File: config.mk
export PLATFORM = sky130hd
export DESIGN_NAME = prienc_arb
export DESIGN_NICKNAME = d
export VERILOG_FILES = /design/src/rtl/prienc_arb.sv
export SDC_FILE = /design/constraint.sdc
export NUM_CORES = 1
export LEC_CHECK = 0
export ABC_CLOCK_PERIOD_IN_PS = 3100
export BUFFER_PORTS_ARGS = -buffer_cell sky130_fd_sc_hd__buf_2
export CAP_MARGIN = 40
export CELL_PAD_IN_SITES_DETAIL_PLACEMENT = 1
export CELL_PAD_IN_SITES_GLOBAL_PLACEMENT = 1
export CORE_AREA = 4 4 41 43
export CTS_CLUSTER_SIZE = 20
export DETAILED_ROUTE_END_ITERATION = 7
export DIE_AREA = 0 0 45 47
export GPL_ROUTABILITY_DRIVEN = 0
export PLACE_DENSITY = 0.73
export SLEW_MARGIN = 0
export SYNTH_ARGS = -nofsm -noshare
export SYNTH_HDL_FRONTEND = slang
export SYNTH_SLANG_ARGS = --single-unit
File: constraint.sdc
create_clock -name clk -period 3.1 [get_ports clk]
set_clock_uncertainty 0.1 [all_clocks]
set_input_delay 0.155 -clock clk [delete_from_list [all_inputs] [get_ports clk]]
set_output_delay 0.155 -clock clk [all_outputs]
set_load 0.01 [all_outputs]
File: src/rtl/prienc_arb.sv
// prienc_arb: registered N-input request arbiter with valid/ready grant hold.
// MODE=0 grants the highest set request index; MODE=1 rotates priority
// downward from the last accepted grant for round-robin fairness.
module prienc_arb #(
  parameter int N    = 4,
  parameter int MODE = 0,
  localparam int W   = (N > 1) ? $clog2(N) : 1
) (
  input  logic         clk,
  input  logic         rst_n,
  input  logic [N-1:0] req,
  input  logic         gnt_ready,
  output logic         gnt_valid,
  output logic [W-1:0] gnt_idx,
  output logic [N-1:0] gnt_onehot,
  output logic         any_req
);

  typedef enum logic {IDLE, HOLD} state_t;

  state_t       state_q;
  logic [1:0]   rst_sync_q;
  logic         gnt_valid_q;
  logic [W-1:0] gnt_idx_q;
  logic [N-1:0] gnt_onehot_q;
  logic [W-1:0] last_q;

  logic         accept;
  logic [W-1:0] last_eff;
  logic [W-1:0] sel_d;
  logic [N-1:0] sel_onehot_d;

  // Highest set bit wins; returns 0 when nothing is set (never used then).
  function automatic logic [W-1:0] sel_fixed(input logic [N-1:0] r);
    logic [W-1:0] s;
    s = '0;
    for (int i = 0; i < N; i++) begin
      if (r[i]) s = W'(i);
    end
    return s;
  endfunction

  // Descending search starting just below the pointer, wrapping N-1 -> 0,
  // so the pointer's own index is the last candidate considered.
  function automatic logic [W-1:0] sel_rr(input logic [N-1:0] r,
                                          input logic [W-1:0] last);
    logic [W-1:0] s;
    logic         found;
    int           start;
    int           j;
    s     = '0;
    found = 1'b0;
    start = (last == '0) ? (N - 1) : (int'(last) - 1);
    for (int k = 0; k < N; k++) begin
      j = start - k;
      if (j < 0) j = j + N;
      if (!found && r[j]) begin
        s     = W'(j);
        found = 1'b1;
      end
    end
    return s;
  endfunction

  assign any_req = |req;
  assign accept  = gnt_valid_q & gnt_ready;

  // On an accept the pointer advances to the grant being retired in the same
  // edge, so a back-to-back grant must already search from that new position.
  assign last_eff     = accept ? gnt_idx_q : last_q;
  assign sel_d        = (MODE == 1) ? sel_rr(req, last_eff) : sel_fixed(req);
  assign sel_onehot_d = {{(N-1){1'b0}}, 1'b1} << sel_d;

  // Reset release synchroniser: assert is immediate, deassert after 2 edges.
  always_ff @(posedge clk or negedge rst_n) begin
    if (!rst_n) rst_sync_q <= 2'b00;
    else        rst_sync_q <= {rst_sync_q[0], 1'b1};
  end

  // Grant FSM: IDLE loads on any request, HOLD keeps the grant sticky until accepted.
  always_ff @(posedge clk or negedge rst_n) begin
    if (!rst_n) begin
      state_q      <= IDLE;
      gnt_valid_q  <= 1'b0;
      gnt_idx_q    <= '0;
      gnt_onehot_q <= '0;
      last_q       <= '0;
    end else if (!rst_sync_q[1]) begin
      state_q      <= IDLE;
      gnt_valid_q  <= 1'b0;
      gnt_idx_q    <= '0;
      gnt_onehot_q <= '0;
      last_q       <= '0;
    end else begin
      case (state_q)
        IDLE: begin
          if (|req) begin
            state_q      <= HOLD;
            gnt_valid_q  <= 1'b1;
            gnt_idx_q    <= sel_d;
            gnt_onehot_q <= sel_onehot_d;
          end
        end
        HOLD: begin
          if (gnt_ready) begin
            last_q <= gnt_idx_q;
            if (|req) begin
              gnt_idx_q    <= sel_d;
              gnt_onehot_q <= sel_onehot_d;
            end else begin
              state_q      <= IDLE;
              gnt_valid_q  <= 1'b0;
              gnt_onehot_q <= '0;
            end
          end
        end
        default: begin
          state_q      <= IDLE;
          gnt_valid_q  <= 1'b0;
          gnt_onehot_q <= '0;
        end
      endcase
    end
  end

  assign gnt_valid  = gnt_valid_q;
  assign gnt_idx    = gnt_idx_q;
  assign gnt_onehot = gnt_onehot_q;

endmodule

==> results of run 1 <==
[synthesized netlist by cell type]
| library cell | number |
|---|---|
| dfrtp_1 | 10 |
| nand2_1 | 5 |
| nor2_1 | 5 |
| o21ai_0 | 5 |
| a21oi_1 | 4 |
| nor2b_1 | 3 |
| a211oi_1 | 2 |
| inv_1 | 2 |
| nand4_1 | 2 |
| a21boi_0 | 1 |
| and2b_1 | 1 |
| clkbuf_1 | 1 |
| conb_1 | 1 |
| nand2b_1 | 1 |
| nand3b_1 | 1 |
| nor3b_1 | 1 |
| nor4_4 | 1 |
| o2111ai_1 | 1 |
| o221ai_1 | 1 |
[kinds of logic (layout without fill, tap and decap cells)]
family | count (synthesis) | after routing
simple gates | 20 | 20
flops | 10 | 10
buf+inv | 3 | 20
compound gates | 14 | 14
other cells | 1 | 1
[registers in the layout (all words and copies together) (netlist names)]
| register | cells |
|---|---|
| gnt_idx | 2 |
| gnt_onehot | 4 |
| gnt_valid | 1 |
| rst_sync_q | 2 |
| state_q | 1 |
[stage by stage]
stage,instances,setup WS (ns),utilization
floorplan,48,2.026,-
global placement,76,1.876,0.4260
detailed placement,76,1.785,0.4260
CTS,80,1.828,0.4510
global route,80,1.745,0.4510
finish,80,1.817,0.4510
[metal layers]
layer	track usage	routed length, µm
met1	0.1663	520
met2	0.1977	482
met3	0.02299	54
met4	0.1228	42
met5	0	0
[final timing paths]
path                            cells after the start                         to  slack [ns]
min in group asynchronous                           2      gnt_valid$_DFFE_PN0P_        0.17
max in group asynchronous                           2     gnt_idx[0]$_DFFE_PN0P_        2.53
worst max register to register                      3     gnt_idx[0]$_DFFE_PN0P_        1.90
worst max-delay path                                4                    any_req        1.82
worst min-delay path                                3  gnt_onehot[1]$_DFFE_PN0P_         0.1
worst min register to register                      0    rst_sync_q[1]$_DFF_PN0_        0.25
[worst max-delay path: cells and delay by family]
family / cells / cell delay (ns)
buffers and inverters: 3 / 0.45
and+or+nand+nor: 1 / 0.43
[power breakdown]
group | internal (W) | switching [W]
clock network | 0.0000449 | 0.0000453
logic | 0.0000161 | 0.0000231
registers | 0.000138 | 0.00000655
[area by class of cell]
class / instances / area [µm²] / area share
Clock buffer: 3 / 22.52 / 0.03838
Inverter: 2 / 7.507 / 0.01279
Multi-Input combinational cell: 35 / 207.7 / 0.3539
Sequential cell: 10 / 250.2 / 0.4264
Tap cell: 15 / 18.77 / 0.03198
Timing Repair Buffer: 15 / 80.08 / 0.1365
==> reports/qor.txt, run 1 <==
Status: completed
Vias per cell: 5.388
Sequential area share after synthesis: 0.5333
Die H: 47 µm
Total power: 0.0002741 W
DP Area: 554.3 µm²
Adder-Cell Fraction of Synth Area: 0
Area Growth Syn to Fin: 25.07%
Worst min path class: in2reg
Simple-Gate Fraction of Synth Area: 0.2533
Starting Density: 0.3606
Post-CTS Resized: 0
Largest family of logic cells by synthesized area: simple AND/OR/NAND/NOR gates
Final Critical Period: 1.283 ns
Overall Global Routing Usage: 0.1341
Vias in the first global route: 455
Biggest area consumer among synthesized cells: dfrtp_1
# diodes: 0
FF+latch count, synth: 10
IO buf count: 14
Cell Area, Synth: 469.2 µm²
Most frequent cells in the layout: buf_2 (14), dfrtp_1 (10), nand2_1 (5), nor2_1 (5), o21ai_0 (5)
HPWL Detailed: 839.2 µm
Worst Setup SP: req[1]
Synth unique cells: 19
Hold_ws: 0.09935 ns
Commonest non-fill, non-tap cell in the layout: buf_2
Compound-cell area share of the yosys netlist: 0.1813
Antenna violations before repair: 0
Rows: 13
Core area: 1301 µm²
Setup TNS: 0 ns
Fin crit share: 0.4137
Clk root buf: clkbuf_4
Fin nets: 74
TritonCTS clock tree: built
Area contributors post-synth: dfrtp_1 (53%), o21ai_0 (5.3%), nor4_4 (4.5%)
Leak: 0.2728 nW
Achievable Freq: 0.7797 GHz
Die Area: 2115 µm²
Antenna Violating Nets Remaining: 0
Crit path DAT: 1.03 ns
Cells after synthesis: 48
DR vias: 431
Final Setup Violations: 0
Setup bufs post-CTS: 0
Mux share of post-synthesis cell area: 0
CP peak stage delay: 0.43 ns
Pwr per Cell Area: 467.1 nW/µm²
Syn_area_per_cell: 9.775 µm²
Crit path required time: 2.84 ns
Peak supply drop: 227.0 µV
Crit path launch type: primary input
CTS H-tree lvls: 1
CP Cell Sequence: buf_2, nor4_4, inv_1, buf_2
Slowest-stage cell, CP: nor4_4
Endpoint class of the critical path: primary output
Maxcap violations: 0
Hold_sp: req[1]
Drt total wl: 1.100 mm
Design Area, Final: 586.8 µm²
Drt wl/cell: 13.75 µm
Reg clk slew, reported paths: 0.07 ns
Die Wd: 45 µm
WS Path Type: in2out
Share of post-route cells with drive strength above 1: 0.2769
Num CTS Buffers: 3
FF-to-FF Start: state_q$_DFF_PN0_
Most frequent CP cell: buf_2
Synthesis Warnings: 0
Clk sinks: 10
First-pass GRT wire length: 1.945 mm
DRC marker count from the first detailed-route iteration: 1
DRC: 0
Hold_buf cts: 1
GRT overflow: 0
1st-pass router iterations: 2
Clk Latency, worst-skew pair: 0.27 ns
Clock Path Buffers: 2
RSZ-0062 raised after global routing: false
Filler cells: 167
Ports: 15
Max FO, Critical Path: 6
Synthesized Nets: 55
Final slew viol count: 0
Post-synthesis xor/xnor area fraction: 0
Yosys top cell area share: 0.5333
Pin count of the biggest net entering global routing: 13
Hold Vio Cnt, Final: 0
Power figures use the tool's default switching activity.
==> run 2: changes to the inputs <==
==> config.mk (replaced) <==
export PLATFORM = sky130hd
export DESIGN_NAME = prienc_arb
export DESIGN_NICKNAME = d
export VERILOG_FILES = /design/src/rtl/prienc_arb.sv
export SDC_FILE = /design/constraint.sdc
export NUM_CORES = 1
export LEC_CHECK = 0
export ABC_CLOCK_PERIOD_IN_PS = 1280
export BUFFER_PORTS_ARGS = -buffer_cell sky130_fd_sc_hd__buf_2
export CAP_MARGIN = 40
export CELL_PAD_IN_SITES_DETAIL_PLACEMENT = 1
export CELL_PAD_IN_SITES_GLOBAL_PLACEMENT = 1
export CORE_MARGIN = 4
export CORE_UTILIZATION = 34
export CTS_CLUSTER_SIZE = 20
export DETAILED_ROUTE_END_ITERATION = 7
export GPL_ROUTABILITY_DRIVEN = 0
export PLACE_DENSITY = 0.71
export SLEW_MARGIN = 0
export SYNTH_ARGS = -nofsm -noshare
export SYNTH_HDL_FRONTEND = slang
export SYNTH_SLANG_ARGS = --single-unit
==> constraint.sdc (replaced) <==
create_clock -name clk -period 1.28 [get_ports clk]
set_clock_uncertainty 0.1 [all_clocks]
set_input_delay 0.064 -clock clk [delete_from_list [all_inputs] [get_ports clk]]
set_output_delay 0.064 -clock clk [all_outputs]
set_load 0.01 [all_outputs]
==> run 2 against run 1 <==
Net effect:
- via count up 1.6%
- sequential cell count did not move
- global-route usage decreased by 0.80 points
- utilization is 2.0 points higher
- cell count increased by 1.3%
- sequential power grew 140%
- largest cell class unchanged
- largest power group unchanged
==> reports/qor.txt, run 2 (synthesis gave the netlist of run 1 again) <==
Num CTS Buffers: 3 (unchanged)
DR vias: 438 (was 431)
Final Setup Violations: 0 (unchanged)
Antenna violations before repair: 0 (unchanged)
Commonest non-fill, non-tap cell in the layout: buf_2 (unchanged)
Maxcap violations: 0 (unchanged)
HPWL Detailed: 812.9 µm (was 839.2 µm)
Pwr per Cell Area: 1194 nW/µm² (was 467.1 nW/µm²)
Reg clk slew, reported paths: 0.07 ns (about the same)
Clk Latency, worst-skew pair: 0.26 ns (was 0.27 ns)
Fin crit share: 0.8910
Achievable Freq: 0.8768 GHz
Die H: 45.15 µm (was 47 µm)
WS Path Type: reg2reg (was in2out)
First-pass GRT wire length: 1.849 mm (was 1.945 mm)
Vias per cell: 5.407 (was 5.388)
Peak supply drop: 569.1 µV (was 227.0 µV)
Pin count of the biggest net entering global routing: 13 (unchanged)
Status: completed (unchanged)
Multi-input logic area: 220.2 µm² (was 207.7 µm²)
Worst min path class: in2reg (unchanged)
Final Critical Period: 1.141 ns
IO buf count: 14 (unchanged)
Drt total wl: 1.097 mm (was 1.100 mm)
Clock Path Buffers: 2 (unchanged)
Antenna Violating Nets Remaining: 0 (unchanged)
DRC: 0 (unchanged)
Ports: 15 (unchanged)
Leak: 0.2858 nW (was 0.2728 nW)
Vias in the first global route: 431 (was 455)
Crit path required time: 1.36 ns (was 2.84 ns)
Worst hold stages: 3 (unchanged)
RSZ-0062 raised after global routing: false (unchanged)
Most frequent cells in the layout: buf_2 (14), dfrtp_1 (10), nand2_1 (5), nor2_1 (5), o21ai_0 (5) (unchanged)
# diodes: 0 (unchanged)
Crit path DAT: 1.22 ns (was 1.03 ns)
Die Wd: 45.15 µm (was 45 µm)
Fin nets: 74 (unchanged)
TritonCTS clock tree: built (unchanged)
DRC marker count from the first detailed-route iteration: 1 (unchanged)
CTS H-tree lvls: 1 (unchanged)
Clk sinks: 10 (unchanged)
Setup TNS: 0 ns (unchanged)
Overall Global Routing Usage: 0.1261 (was 0.1341)
Starting Density: 0.3606 (unchanged)
Hold Vio Cnt, Final: 0 (unchanged)
Core area: 1301 µm² (unchanged)
Number of flip-flops in the largest register: 4 (unchanged)
Rows: 13 (unchanged)
Die Area: 2039 µm² (was 2115 µm²)
Final slew viol count: 0 (unchanged)
Register area: 250.2 µm² (unchanged)
Filler cells: 158 (was 167)
Endpoint class of the critical path: register (was primary output)
GRT overflow: 0 (unchanged)
Max FO, Critical Path: 7 (was 6)
Area Growth Syn to Fin: 30.67% (was 25.07%)
Drt wl/cell: 13.54 µm (was 13.75 µm)
Setup bufs post-CTS: 0 (unchanged)
Crit path launch type: register (was primary input)
Hold_ws: 0.01781 ns (was 0.09935 ns)
Clk root buf: clkbuf_4 (unchanged)
1st-pass router iterations: 3 (was 2)
Share of post-route cells with drive strength above 1: 0.3182 (was 0.2769)
R2R cell count: 3 (unchanged)
run 2: changes by cell type in the layout (fill, tap and decap cells not counted):
cell      before  now
a211oi_1       2    1
clkbuf_8       0    1
nor2b_4        0    1
a211oi_2       0    1
nor2b_1        3    2
run 2: what timing repair did:
| item | CTS | global route |
|---|---|---|
| endpoints found under the setup margin | 0 | 4 |
| hold buffers | 1 | 0 |
| resized for setup | 0 | 3 |
| endpoints found under the hold margin | 10 | 0 |
run 2: where the power goes:
| part | internal [W] | switching (W) | total [W] |
|---|---|---|---|
| registers | 0.000334 | 0.0000164 | 0.000351 |
| clock network | 0.000172 | 0.000110 | 0.000282 |
| logic | 0.0000416 | 0.0000574 | 0.0000990 |
run 2: worst max-delay path, stage by stage (launching register included):
cell and delay [ns]:
dfrtp_1 0.44, nand2b_1 0.24, a21oi_1 0.11, nor3b_1 0.17
run 2: stage by stage:
step                      cell area, µm²  instances    util  total power, W  worst slack (ns)
after floorplan                    469.2         48       -       0.0004004            0.2261
after global placement             554.3         76  0.4260       0.0004477           0.06322
after detailed placement           554.3         76  0.4260       0.0004500           0.04104
after CTS                          600.6         81  0.4615       0.0007469           0.08434
after global routing               613.1         81  0.4712       0.0007743          0.004110
final                              613.1         81  0.4712       0.0007320            0.1395
run 2: cell type report:
cell class,count,area share
clock buffers,4,0.05918
well taps,15,0.03061
multi-input cells,35,0.3592
flip-flops and latches,10,0.4082
inverters,2,0.01224
repair buffers,15,0.1306
run 2: routing by layer:
metal	up-vias	wire [µm]	GRT usage
li1	206	-	-
met4	0	0	0.03509
met2	11	538	0.2062
met3	0	57	0.03586
met1	221	500	0.1610
met5	-	0	0
run 2: worst paths after layout:
check,start,end,slack [ns]
min in group asynchronous,rst_n,gnt_idx[0]$_DFFE_PN0P_,0.09
max,state_q$_DFF_PN0_,gnt_onehot[3]$_DFFE_PN0P_,0.14
max reg2reg,state_q$_DFF_PN0_,gnt_onehot[3]$_DFFE_PN0P_,0.14
max in group asynchronous,rst_n,state_q$_DFF_PN0_,0.80
min reg2reg,rst_sync_q[0]$_DFF_PN0_,rst_sync_q[1]$_DFF_PN0_,0.25
min,req[1],gnt_onehot[1]$_DFFE_PN0P_,0.02
